--- src/rtl/sample_rate_handoff.sv ---
// Single-clock frame FIFO that releases multi-channel DSP frames on a fixed-rate
// strobe from an integer divider, with sticky overflow/underflow flags.
module sample_rate_handoff #(
  parameter int unsigned WIDTH         = 16,
  parameter int unsigned CHANNELS      = 2,
  parameter int unsigned DEPTH         = 8,
  parameter int unsigned DIV           = 8,
  parameter int unsigned ZERO_ON_EMPTY = 0
) (
  input  logic                         Clk,
  input  logic                         Rst_N,
  input  logic [CHANNELS*WIDTH-1:0]    Data_In,
  input  logic                         Valid_In,
  input  logic                         Clear_Flags,
  output logic [CHANNELS*WIDTH-1:0]    Data_Out,
  output logic                         Valid_Out,
  output logic                         Tick,
  output logic [$clog2(DEPTH+1)-1:0]   Fill,
  output logic                         Overflow,
  output logic                         Underflow
);

  localparam int unsigned FRAME_W = CHANNELS * WIDTH;
  localparam int unsigned FW      = $clog2(DEPTH + 1);
  localparam int unsigned PW      = $clog2(DEPTH);
  localparam int unsigned CW      = $clog2(DIV);

  logic [CW-1:0]      r_cnt;
  logic [PW-1:0]      r_wr_ptr;
  logic [PW-1:0]      r_rd_ptr;
  logic [FW-1:0]      r_fill;
  logic [FRAME_W-1:0] r_mem [DEPTH];
  logic [FRAME_W-1:0] r_data_out;
  logic               r_valid_out;
  logic               r_tick;
  logic               r_overflow;
  logic               r_underflow;

  logic w_s;
  logic w_full;
  logic w_empty;
  logic w_wr;
  logic w_rd;
  logic w_drop;
  logic w_under;

  // A full FIFO still accepts a write on a strobe because the read frees a slot.
  always_comb begin
    w_s     = (r_cnt == CW'(DIV - 1));
    w_full  = (r_fill == FW'(DEPTH));
    w_empty = (r_fill == '0);
    w_rd    = w_s && !w_empty;
    w_under = w_s && w_empty;
    w_wr    = Valid_In && (!w_full || w_s);
    w_drop  = Valid_In && w_full && !w_s;
  end

  // Output-rate divider
  always_ff @(posedge Clk or negedge Rst_N) begin
    if (!Rst_N) begin
      r_cnt  <= '0;
      r_tick <= 1'b0;
    end else begin
      r_cnt  <= w_s ? '0 : r_cnt + CW'(1);
      r_tick <= w_s;
    end
  end

  // Frame storage is intentionally not reset
  always_ff @(posedge Clk) begin
    if (w_wr) r_mem[r_wr_ptr] <= Data_In;
  end

  // Pointers, fill count and registered output frame
  always_ff @(posedge Clk or negedge Rst_N) begin
    if (!Rst_N) begin
      r_wr_ptr    <= '0;
      r_rd_ptr    <= '0;
      r_fill      <= '0;
      r_data_out  <= '0;
      r_valid_out <= 1'b0;
    end else begin
      r_valid_out <= w_rd;
      if (w_wr) r_wr_ptr <= r_wr_ptr + PW'(1);
      if (w_rd) begin
        r_rd_ptr   <= r_rd_ptr + PW'(1);
        r_data_out <= r_mem[r_rd_ptr];
      end else if (w_under && (ZERO_ON_EMPTY != 0)) begin
        r_data_out <= '0;
      end
      case ({w_wr, w_rd})
        2'b10:   r_fill <= r_fill + FW'(1);
        2'b01:   r_fill <= r_fill - FW'(1);
        default: r_fill <= r_fill;
      endcase
    end
  end

  // Sticky flags; a new event wins over a same-cycle clear
  always_ff @(posedge Clk or negedge Rst_N) begin
    if (!Rst_N) begin
      r_overflow  <= 1'b0;
      r_underflow <= 1'b0;
    end else begin
      if (w_drop)           r_overflow <= 1'b1;
      else if (Clear_Flags) r_overflow <= 1'b0;
      if (w_under)          r_underflow <= 1'b1;
      else if (Clear_Flags) r_underflow <= 1'b0;
    end
  end

  assign Data_Out  = r_data_out;
  assign Valid_Out = r_valid_out;
  assign Tick      = r_tick;
  assign Fill      = r_fill;
  assign Overflow  = r_overflow;
  assign Underflow = r_underflow;

endmodule

--- config.mk ---
export PLATFORM = sky130hd
export DESIGN_NAME = sample_rate_handoff
export DESIGN_NICKNAME = d
export VERILOG_FILES = /design/src/rtl/sample_rate_handoff.sv
export SDC_FILE = /design/constraint.sdc
export NUM_CORES = 1
export LEC_CHECK = 0
export ABC_CLOCK_PERIOD_IN_PS = 6700
export BUFFER_PORTS_ARGS = -buffer_cell sky130_fd_sc_hd__buf_2
export CORE_MARGIN = 3
export CORE_UTILIZATION = 65
export CTS_CLUSTER_DIAMETER = 80
export DETAILED_ROUTE_END_ITERATION = 8
export HOLD_SLACK_MARGIN = 0.03
export PLACE_DENSITY = 0.84
export SLEW_MARGIN = 20
export SYNTH_ARGS = -nofsm -noshare
export SYNTH_HDL_FRONTEND = slang
export SYNTH_SLANG_ARGS = --single-unit
--- constraint.sdc ---
create_clock -name Clk -period 6.7 [get_ports Clk]
set_input_delay 0.67 -clock Clk [delete_from_list [all_inputs] [get_ports Clk]]
set_output_delay 0.67 -clock Clk [all_outputs]
set_load 0.05 [all_outputs]
# --- Word level (Yosys, flattened, before mapping) ---
# Memories as Yosys holds them, arrays and structs flattened. A register that Yosys moved wholly into a read port is not among the register bits.
# Index checks and enable logic that the tools add are counted.
# W data, S select, Z words.
word_totals:
  reg_bits: 17
  mem_count: 1
  rom_bits: 0
  latch_bits: 0
  ramBits: 256
classes:
  mul: 0
  reduce_logical: 14
  n_shift: 0
  n_addsub: 5
  order_cmp: 0
  div: 0
  n_eq_ne: 4
  mux: 7
  n_bitwise: 0
mem_list:
  columns: ["memory", "words", "width", "read_ports", "rd_clocked_by_memory_dff", "wr", "line", "source"]
  rows:
  - ["r_mem", 8, 32, 1, 1, 1, "32", "logic [FRAME_W-1:0] r_mem [DEPTH];"]
ops:
  columns: ["operator", "count"]
  rows:
  - ["$add A3 B1 Y3 const B", 3]
  - ["$pmux W4 S2", 1]
  - ["$reduce_bool A2 Y1", 3]
  - ["$logic_and A1 B1 Y1", 5]
  - ["$mux W1", 5]
  - ["$add A4 B1 Y4 const B", 1]
  - ["$eq A4 B4 Y1 const B", 1]
  - ["$logic_not A1 Y1", 4]
  - ["$logic_not A4 Y1", 1]
  - ["$sub A4 B1 Y4 const B", 1]
  - ["$eq A3 B3 Y1 const B", 1]
  - ["$mux W3", 1]
  - ["$eq A2 B1 Y1 const B", 1]
  - ["$eq A2 B2 Y1 const B", 1]
  - ["$logic_or A1 B1 Y1", 1]

# --- Longest topological paths before layout ---
logic_depth:
  depth_word: 6
  depth_mapped: 12
  mapped_depth_nobuf: 12

# --- Worst setup path after synthesis ---
# OpenSTA, ideal clock, no wires.
synth_timing:
  path_kind: "reg2reg"
  startpoint: "reg r_fill[0], in the netlist Fill[0]"
  endpoint: "mem r_mem[0][0] (netlist bit), enable pin"
  required_ns: 6.239
  setup_slack_ns: 2.769
  stages_incl_launch_ff: 5
  setup_time_ns: 0.461
  synth_period_minus_slack_ns: 3.931
  arrival_time_ns: 3.470
  path_buffers: 0
  cell_sequence: "dfrtp_1 -> or3_4 -> o21a_1 -> nand2b_1 -> nor3_1"
synth_between:
  elab_chain_len: 6
synth_lines:
  columns: ["item", "line", "source"]
  rows:
  - ["from (decl)", "31", "logic [FW-1:0] r_fill;"]
  - ["from (signal assigned)", "92", "2'b10: r_fill <= r_fill + FW'(1);"]
  - ["from (signal assigned)", "93", "2'b01: r_fill <= r_fill - FW'(1);"]
  - ["from (signal assigned)", "94", "default: r_fill <= r_fill;"]
  - ["$eq A4 B4 Y1", "50", "w_full = (r_fill == FW'(DEPTH));"]
  - ["$logic_not A1 Y1", "54", "w_wr = Valid_In && (!w_full || w_s);"]
  - ["$logic_or A1 B1 Y1", "54", null]
  - ["$logic_and A1 B1 Y1", "54", null]
  - ["$mux W1", "71", "if (w_wr) r_mem[r_wr_ptr] <= Data_In;"]
  - ["$mux W1 (not written as such)", "71", null]
  - ["to (decl)", "32", null]
# No other way between the ends.

# --- Final worst setup path ---
layout_timing:
  startpoint: "reg r_fill[1], in the netlist Fill[1]"
  endpoint: "reg r_fill[2], in the netlist Fill[2]"
layout_between:
  word_cells_on_any_way: 13
  cone_classes: "2 x add/sub; 3 x eq/ne; 1 x mux; 7 x reduce/logical"
layout_lines:
  columns: ["item", "line", "source"]
  rows:
  - ["$logic_not A4 Y1 *", "51", "w_empty = (r_fill == '0);"]
  - ["$logic_not A1 Y1 *", "52", "w_rd = w_s && !w_empty;"]
  - ["$logic_and A1 B1 Y1 *", "52", null]
  - ["net w_rd", "43", "logic w_rd;"]
  - ["$eq A2 B1 Y1 or $eq A2 B2 Y1 (tied branches)", "91", "case ({w_wr, w_rd})"]
  - ["$pmux W4 S2 or $reduce_bool A2 Y1 (tied branches)", null, null]
# The timed path passes the listed nets; every way through them passes the cells marked *.
# A chain may end at the register's enable or synchronous reset.

==> results.cfg <==
[placed_design]
dpl.hpwl_um = 12700
pre_cts_ws_ns = 3.68
port_buffers = 75
place.detailed.instances = 938
routabilityCongestion = 0.798

[timing]
setup_violations = 0
hold_violations = 0
min_period_ns = 3.08
worst_slack_ns = 3.62
layout_worst_path_cycle_share_pct = 45.9
slew-limit-headroom_pct = 31.5
final-max-slew-violation-count = 0
finalClockSkew_ns = 0.0105
grt_setup_unrepaired = false
fin_tns_setup_ns = 0
worst_pin_slew_ns = 1.03
maxClockFrequency_ghz = 0.325

[cells_and_area]
antenna_cells_inserted = 0
drive_above_1_share_pct = 27.7
area_delta_synth_final_pct = 15.0
num-nets-final = 791
post_layout_nonfiller_instances = 995

[floorplanning]
chipWidth_um = 140
rows = 48
ios = 76
die_height_um = 140
floorplan.die_area_um2 = 19700
initial_cell_density_of_the_core_pct = 67.1
core-area_um2 = 17500

[cts]
ctsLongestPathBuffers = 3
clock_latency_ns = 0.54
cts_resized = 0
clkTransAtPathRegs_ns = 0.06
cts-htree-levels = 1
postCtsHoldBufs = 0
clkSinkCount = 305
setup_fix_bufs_post_cts = 0
cts_tree = yes
cts_inserted_buffers = 29
ctsRootBufferMaster = clkbuf_16

[logic_synthesis]
synthesis.area_um2 = 11700
synth.yosys.seq_area_share_pct = 76.0
synthesis.area_per_instance_um2 = 17.7
synth_top_cell_by_area = edfxtp_1
dominantRegCellSynth = edfxtp_1
netlist_instances = 661
netlist.area_leader.share_pct = 65.5
synth_seq_cells = 305
synth_async_sr_flop_share_pct = 16.1
ys_top_cells_by_area = edfxtp_1 (66%), dfrtp_1 (10%), mux2_2 (6.2%)
synth-edff-count = 256
synth.distinct_cells = 35
yosys.cell_count.top_type = edfxtp_1
postSynthNetCount = 705
yosysWarningCount = 0
netlist_top_cells_count = edfxtp_1 (256), mux2_2 (65), mux2i_1 (64)

[worst_setup_path]
cpLargestDelayFamily = buffers and inverters
cp_data_arrival_time_ns = 3.49
critical_path.max_fanout = 67
timing.critical_path.cells = or3_4 > o21ai_4 > buf_4 > inv_2 > ha_1 > xor2_1 > ha_1 > a21oi_1 > xor2_1 > nor2_1 > xor2_1
regToRegSetupSlack_ns = 3.62
critical-path-max-stage-delay_ns = 0.57
critical_path_required_ns = 7.12
critical_path.most_common_cell = xor2_1
timing.reg2reg.worst_path_depth = 11
cp-start-kind = flop
crit_path_top_delay_cell = buf_4
setup.worst_path.end_class = flop
rr_endpoint = Fill[2]
critPathBufInv = 2
reg2reg_from = Fill[1]
critPathKind = flop to flop

[routing]
vias_per_cell = 6.28
drtIter0Drc = 430
route.detailed.drc = 0
wirelength_um = 22900
detail_route.first_pass.iterations = 5
detailed_route_via_count = 6244
post_route_antenna_net_violation_count = 0
wire_per_inst_um = 23.0

[global_route]
global_routing_usage_summed_across_all_routing_layers_pct = 22.9
gr-total-overflow = 0
number_of_antenna_violations_at_the_first_check_in_global_routing = 1
grt_start_max_net_pins = 81
grt_pass1_vias = 6433
grt_first_pass_wirelength_um = 35100

[pwr]
total_leakage_power_nw = 4.85
power_per_cell_area_nw_per_um2 = 458
vdd_ir_drop_max_v = 0.000365

[flow_run]
number_of_max_cap_violations = 0

[run_status]
outcome = finished clean

[hold_path]
min_path_type = primary input to asynchronous set/reset pin
==> worst max path at each step <==
stage	startpoint	cells after the start	endpoint	slack (ns)
2_1_floorplan	Fill[0]	4	r_mem[0][0]	2.77
3_3_place_gp	Fill[1]	11	Fill[2]	3.77
3_5_place_dp	Fill[1]	11	Fill[2]	3.68
4_1_cts	Fill[1]	9	Fill[3]	3.66
5_1_grt	Fill[1]	11	Fill[2]	3.43
6_report	Fill[1]	11	Fill[2]	3.62
==> cells by family (layout without fill, tap and decap cells) <==
family / after synthesis / in the layout / synth area share (%)
muxes: 129 / 129 / 11.7
AOI/OAI and AO/OA: 102 / 102 / 6.21
buffers and inverters: 40 / 149 / 2.10
adders and majority gates: 8 / 8 / 0.853
xor gates and xnor gates: 8 / 8 / 0.597
and+or+nand+nor: 69 / 69 / 2.56
DFF: 305 / 305 / 76.0
==> where the power goes <==
group	internal [mW]	switching [mW]	leakage, nW
logic	0.644	1.22	1.46
clock network	1.03	0.665	0.489
registers	2.42	0.199	2.90
total	4.09	2.08	4.85
==> stage by stage <==
step | total power [mW] | util [%] | hold WS, ns | instance area (µm²)
3_3_place_gp | 4.37 | 70.4 | 0.418 | 12300
6_report | 6.17 | 77.2 | 0.257 | 13500
4_1_cts | 6.17 | 76.7 | 0.284 | 13400
2_1_floorplan | 3.97 | - | 0.374 | 11700
3_5_place_dp | 4.49 | 71.0 | 0.432 | 12400
5_1_grt | 6.42 | 77.2 | 0.302 | 13500
==> layout by cell type, fill, tap and decap left out, types with 8 or more instances in the layout <==
| master | count |
|---|---|
| clkbuf_1 | 9 |
| buf_2 | 75 |
| a22oi_1 | 24 |
| o221ai_1 | 24 |
| ha_1 | 8 |
| nand2_1 | 45 |
| edfxtp_1 | 256 |
| o21ai_0 | 24 |
| o21ai_1 | 8 |
| dfrtp_1 | 48 |
| clkbuf_16 | 29 |
| o22ai_1 | 8 |
| mux2_2 | 65 |
| mux2i_1 | 64 |
| a221o_1 | 8 |
==> final cells by class <==
class,instances,area [µm²]
Sequential cell,305,8920
Clock inverter,13,200
Timing Repair Buffer,89,621
Clock buffer,41,801
Inverter,6,22.5
Tap cell,225,282
Fill cell,926,3990
Multi-Input combinational cell,316,2650
==> metal layers <==
metal	part of all wire [%]	routed length [µm]	up-vias	global-route usage (%)
met2	50	11400	240	38.5
li1	-	-	2776	-
met1	41	9370	3182	30.2
met4	2.4	547	2	7.96
met3	6.8	1550	44	4.40
met5	0.031	7	-	0
==> state kept, by name, summed over array words and instances (netlist names) <==
register and flops:
r_cnt 3, Overflow 1, r_wr_ptr 3, Valid_Out 1, r_mem 256, r_rd_ptr 3
Data_Out 32, Underflow 1, Tick 1, Fill 4
==> worst reg2reg max path: stages (launching register included) <==
cell     delay (ns)
dfrtp_1        0.45
or3_4          0.45
o21ai_4        0.12
buf_4          0.57
inv_2          0.15
ha_1           0.30
xor2_1         0.19
ha_1           0.20
a21oi_1        0.15
xor2_1         0.16
nor2_1         0.07
xor2_1         0.15
Power figures use the tool's default switching activity.
